`config.mk`:
```
export PLATFORM = sky130hd
export DESIGN_NAME = serial_cfg_receiver
export DESIGN_NICKNAME = d
export VERILOG_FILES = /design/src/rtl/serial_cfg_receiver.sv
export SDC_FILE = /design/constraint.sdc
export NUM_CORES = 1
export LEC_CHECK = 0
export ABC_AREA = 1
export BUFFER_PORTS_ARGS = -buffer_cell sky130_fd_sc_hd__buf_2
export CAP_MARGIN = 20
export CELL_PAD_IN_SITES_DETAIL_PLACEMENT = 1
export CELL_PAD_IN_SITES_GLOBAL_PLACEMENT = 2
export CORE_UTILIZATION = 36
export DETAILED_ROUTE_END_ITERATION = 10
export PLACE_DENSITY_LB_ADDON = 0.1
export RECOVER_POWER = 25
export SYNTH_ARGS = -nofsm -noshare
export SYNTH_HDL_FRONTEND = slang
export SYNTH_SLANG_ARGS = --single-unit
```
`constraint.sdc`:
```
create_clock -name i_mainclk -period 2.52 [get_ports i_mainclk]
set_clock_uncertainty 0.2 [all_clocks]
set_input_delay 0.252 -clock i_mainclk [delete_from_list [all_inputs] [get_ports i_mainclk]]
set_output_delay 0.252 -clock i_mainclk [all_outputs]
set_load 0.1 [all_outputs]
```
`src/rtl/serial_cfg_receiver.sv`:
```
// Chip-side receiver for the FPGA configuration link: oversamples sclk/sdin on
// the main clock, deserializes address+data frames and commits them to a register file.
module serial_cfg_receiver #(
  parameter int ADDR_BITS = 2,
  parameter int DATA_BITS = 3,
  parameter int TIMEOUT   = 64
) (
  input  logic                                  i_mainclk,
  input  logic                                  i_reset,
  input  logic                                  i_sclk,
  input  logic                                  i_sdin,
  output logic                                  o_ready,
  output logic                                  o_wr_pulse,
  output logic                                  o_frame_err,
  output logic [DATA_BITS-1:0]                  o_gainA1,
  output logic [(2**ADDR_BITS)*DATA_BITS-1:0]   o_cfg_bus
);

  localparam int FRAME_BITS = ADDR_BITS + DATA_BITS;
  localparam int NUM_REGS   = 2**ADDR_BITS;
  localparam int CNT_W      = $clog2(FRAME_BITS + 2);
  localparam int TMR_W      = $clog2(TIMEOUT + 1);

  localparam logic [CNT_W-1:0] CNT_FULL = CNT_W'(FRAME_BITS);
  localparam logic [CNT_W-1:0] CNT_SAT  = CNT_W'(FRAME_BITS + 1);
  localparam logic [TMR_W-1:0] TMR_LAST = TMR_W'(TIMEOUT - 1);

  localparam logic [1:0] S_IDLE  = 2'd0;
  localparam logic [1:0] S_SHIFT = 2'd1;
  localparam logic [1:0] S_CHECK = 2'd2;

  logic                  r_sclk_s1;
  logic                  r_sclk_s2;
  logic                  r_sclk_prev;
  logic                  r_sdin_s1;
  logic                  r_sdin_s2;
  logic [FRAME_BITS-1:0] r_shift;
  logic [CNT_W-1:0]      r_cnt;
  logic [TMR_W-1:0]      r_timer;
  logic [1:0]            r_state;
  logic                  r_ready;
  logic                  r_wr_pulse;
  logic                  r_frame_err;
  logic [DATA_BITS-1:0]  r_regs [NUM_REGS];

  logic                  w_rise;
  logic                  w_fall;
  logic                  w_edge;
  logic                  w_commit;
  logic [ADDR_BITS-1:0]  w_addr;
  logic [DATA_BITS-1:0]  w_data;

  assign w_rise   = ~r_sclk_prev & r_sclk_s2;
  assign w_fall   = r_sclk_prev & ~r_sclk_s2;
  assign w_edge   = w_rise | w_fall;
  assign w_addr   = r_shift[FRAME_BITS-1 -: ADDR_BITS];
  assign w_data   = r_shift[DATA_BITS-1:0];
  assign w_commit = (r_state == S_CHECK) && (r_cnt == CNT_FULL);

  // sclk and sdin share the same synchronizer depth so sampled data lines up with the edge.
  always_ff @(posedge i_mainclk) begin
    if (i_reset) begin
      r_sclk_s1   <= 1'b1;
      r_sclk_s2   <= 1'b1;
      r_sclk_prev <= 1'b1;
      r_sdin_s1   <= 1'b0;
      r_sdin_s2   <= 1'b0;
    end else begin
      r_sclk_s1   <= i_sclk;
      r_sclk_s2   <= r_sclk_s1;
      r_sclk_prev <= r_sclk_s2;
      r_sdin_s1   <= i_sdin;
      r_sdin_s2   <= r_sdin_s1;
    end
  end

  always_ff @(posedge i_mainclk) begin
    if (i_reset) begin
      r_shift     <= '0;
      r_cnt       <= '0;
      r_timer     <= '0;
      r_state     <= S_IDLE;
      r_ready     <= 1'b0;
      r_wr_pulse  <= 1'b0;
      r_frame_err <= 1'b0;
    end else begin
      r_wr_pulse <= 1'b0;
      // Shared by IDLE and SHIFT so the very first rising edge of a frame is not lost.
      if ((r_state == S_IDLE || r_state == S_SHIFT) && w_rise) begin
        r_shift <= {r_shift[FRAME_BITS-2:0], r_sdin_s2};
        if (r_cnt != CNT_SAT) begin
          r_cnt <= r_cnt + CNT_W'(1);
        end
      end
      case (r_state)
        S_IDLE: begin
          r_timer <= '0;
          if (w_edge) begin
            r_state <= S_SHIFT;
          end
        end
        S_SHIFT: begin
          if (w_edge) begin
            r_timer <= '0;
          end else if (r_timer == TMR_LAST) begin
            r_state <= S_CHECK;
          end else begin
            r_timer <= r_timer + TMR_W'(1);
          end
        end
        S_CHECK: begin
          if (r_cnt == CNT_FULL) begin
            r_ready    <= 1'b1;
            r_wr_pulse <= 1'b1;
          end else begin
            r_frame_err <= 1'b1;
          end
          r_cnt   <= '0;
          r_timer <= '0;
          r_state <= S_IDLE;
        end
        default: begin
          r_state <= S_IDLE;
        end
      endcase
    end
  end

  genvar gi;
  generate
    for (gi = 0; gi < NUM_REGS; gi++) begin : g_regs
      always_ff @(posedge i_mainclk) begin
        if (i_reset) begin
          r_regs[gi] <= '0;
        end else if (w_commit && (w_addr == ADDR_BITS'(gi))) begin
          r_regs[gi] <= w_data;
        end
      end
      assign o_cfg_bus[gi*DATA_BITS +: DATA_BITS] = r_regs[gi];
    end
  endgenerate

  assign o_gainA1    = r_regs[0];
  assign o_ready     = r_ready;
  assign o_wr_pulse  = r_wr_pulse;
  assign o_frame_err = r_frame_err;

endmodule
```
==> flow_summary.json <==
{
  "antenna_found_initial": 0,
  "ys_top_cells_by_count": "nand2_1 (29), nor2_1 (29), dfxtp_1 (25)",
  "die_w_um": 69.3,
  "fmax_ghz": 0.473,
  "cts_hold_buf": 2,
  "dr.pass1.iters": 4,
  "clk_path_buf_depth": 2,
  "slew_viol_final": 0,
  "arrival_ps": 1840,
  "pre_cts_slack_ps": 557,
  "grt_max_degree": 18,
  "antenna_cells": 0,
  "drc_errors": 0,
  "hold_violations": 0,
  "grt_pass1_vias": 1381,
  "crit_path_start_kind": "register",
  "seq_area_frac_synth": 0.528,
  "regArea_sq_um": 861,
  "dp_hpwl_um": 2720,
  "critPathKind": "register to register",
  "slew-limit-headroom": 0.231,
  "track_usage": 0.161,
  "dpl.cell_count": 250,
  "placed_area_sq_mm": 0.00176,
  "tightest_slew_ps": 1160,
  "clk_pin_slew_ps": 70,
  "portBuffers": 21,
  "ios": 22,
  "timing.final.crit_share": 0.838,
  "start_util": 0.374,
  "fillers": 524,
  "fin_crit_ps": 2110,
  "ys_types": 30,
  "p_sw_mw": 0.319,
  "clkPwrFrac": 0.439,
  "multi_input_area_sq_um": 622,
  "final_cell_area_sq_mm": 0.00189,
  "drtAntennaViolNets": 0,
  "yosys-top-cells-area": "dfxtp_1 (31%), edfxtp_1 (22%), nand2_1 (6.7%), nor2_1 (6.7%), a21oi_1 (4.6%)",
  "seq_power_share": 0.468,
  "p_int_mw": 1.04,
  "status": "finished, final reports clean",
  "clk_latency_ps": 280,
  "yosys.area.top_type": "dfxtp_1",
  "syn-num-nets": 193,
  "comb_power_share": 0.092,
  "r2r_slack_ps": 410,
  "die_area_sq_mm": 0.00480,
  "drt-total-wl_um": 3490,
  "cts_tree": "built",
  "synth_edf_count": 12,
  "vias": 1293,
  "min_path_type": "register to register",
  "grt-ovfl-total": 0,
  "power_density_mw_per_mm2": 721,
  "yosysWarnings": 0,
  "syn_area_sq_mm": 0.00163,
  "leakage_nw": 0.764,
  "peakVddDrop_uv": 325,
  "grt_pass1_wl_um": 6110,
  "rsz0062_at_grt": "false",
  "cts_setup_buffers": 0,
  "p_sw_frac": 0.234,
  "tritoncts.num_buffers": 5,
  "cts_sinks": 37,
  "cts-root-buf": "clkbuf_8",
  "tns_ps": 0,
  "htreeDepth": 2,
  "nets": 216,
  "synth_ff_type": "dfxtp_1",
  "critPathCaptureType": "register",
  "async_flop_share": 0,
  "core_area_sq_mm": 0.00435,
  "rows": 24,
  "power_mw": 1.36,
  "synth_top_area_frac": 0.307,
  "netlist_instances": 184,
  "crit_required_ps": 2250,
  "globalplace.congestion": 0.748,
  "viasPerCell": 4.97,
  "yosys_register_bits": 37,
  "drt_iter0_markers": 56,
  "fin_ws_ps": 408,
  "wl_per_cell_um": 13.4,
  "worst-path-max-fanout": 5,
  "synth.avg_cell_area_sq_um": 8.85,
  "fp.dieH_um": 69.3,
  "fin_util": 0.434,
  "syn_to_final_growth_pct": 16.1,
  "cts_resized": 0,
  "cap_violations": 0,
  "final_cells": 260,
  "final_layout_size_suffix_gt1_frac": 0.188,
  "setup_viol": 0,
  "holdWs_ps": 205
}
-- cell type report --
type / count / share of cell area
clock inverter: 3 / 0.0344
inverter: 23 / 0.0470
multi-input combinational: 117 / 0.329
sequential: 37 / 0.455
timing repair buffer: 23 / 0.0635
clock buffer: 5 / 0.0364
tap: 52 / 0.0344
-- worst max-delay path, cell delays in order, from the launching register on --
cell and delay (ps):
dfxtp_1 410, inv_2 90, nor2_2 120, inv_2 50, nor2_1 280, inv_4 110
o31ai_1 490
-- worst paths after layout --
kind / startpoint / end / cells after the start
worst min-delay path: r_sdin_s1 / r_sdin_s2 / 2
worst min register to register: r_sdin_s1 / r_sdin_s2 / 2
worst max register to register: r_state[1] / r_regs[1][4] / 6
worst max-delay path: r_state[1] / r_regs[1][4] / 6
-- sequential cells by signal, indices dropped and copies added (netlist names), 2 cells and up --
| register | cells |
|---|---|
| r_regs | 12 |
| r_timer | 7 |
| r_shift | 5 |
| r_cnt | 3 |
| r_state | 2 |
-- kinds of logic after synthesis --
family / after synthesis / synth area share
simple gates: 81 / 0.237
fa+ha+maj: 5 / 0.0384
flops: 37 / 0.528
compound gates: 31 / 0.116
buf+inv: 30 / 0.0799
-- routing by layer --
layer | global-route usage | part of all wire | up-vias
met1 | 0.177 | 0.43 | 615
met3 | 0.0392 | 0.033 | 6
li1 | - | - | 647
met5 | 0 | 0 | -
met2 | 0.298 | 0.52 | 25
met4 | 0.0612 | 0.017 | 0
-- power by group through the flow --
stage          sequential [mW]  combinational [mW]  clock (mW)
3_3_place_gp             0.651               0.122           0
4_1_cts                  0.639               0.128       0.617
5_1_grt                  0.641               0.135       0.643
6_report                 0.639               0.126       0.599
2_1_floorplan            0.700              0.0559           0
3_5_place_dp             0.653               0.125           0
-- layout by cell type, fill, tap and decap left out --
cell and count:
a211oi_1 1, a21oi_1 15, a21oi_2 1, a31oi_1 1
and3_1 1, buf_2 17, bufinv_16 2, clkbuf_1 4
clkbuf_8 5, clkinv_2 1, dfxtp_1 25, dlygate4sd3_1 2
edfxtp_1 12, ha_1 5, inv_1 19, inv_2 3
inv_4 1, nand2_1 29, nand3_1 6, nand3_2 2
nand4_1 3, nor2_1 30, nor2_2 2, nor2_8 1
nor3_1 2, nor4_1 1, o21ai_0 6, o21ai_4 1
o21bai_1 2, o31ai_1 4, or2_1 1, or2_2 3
Note: power is estimated with default switching activity, not from simulation.
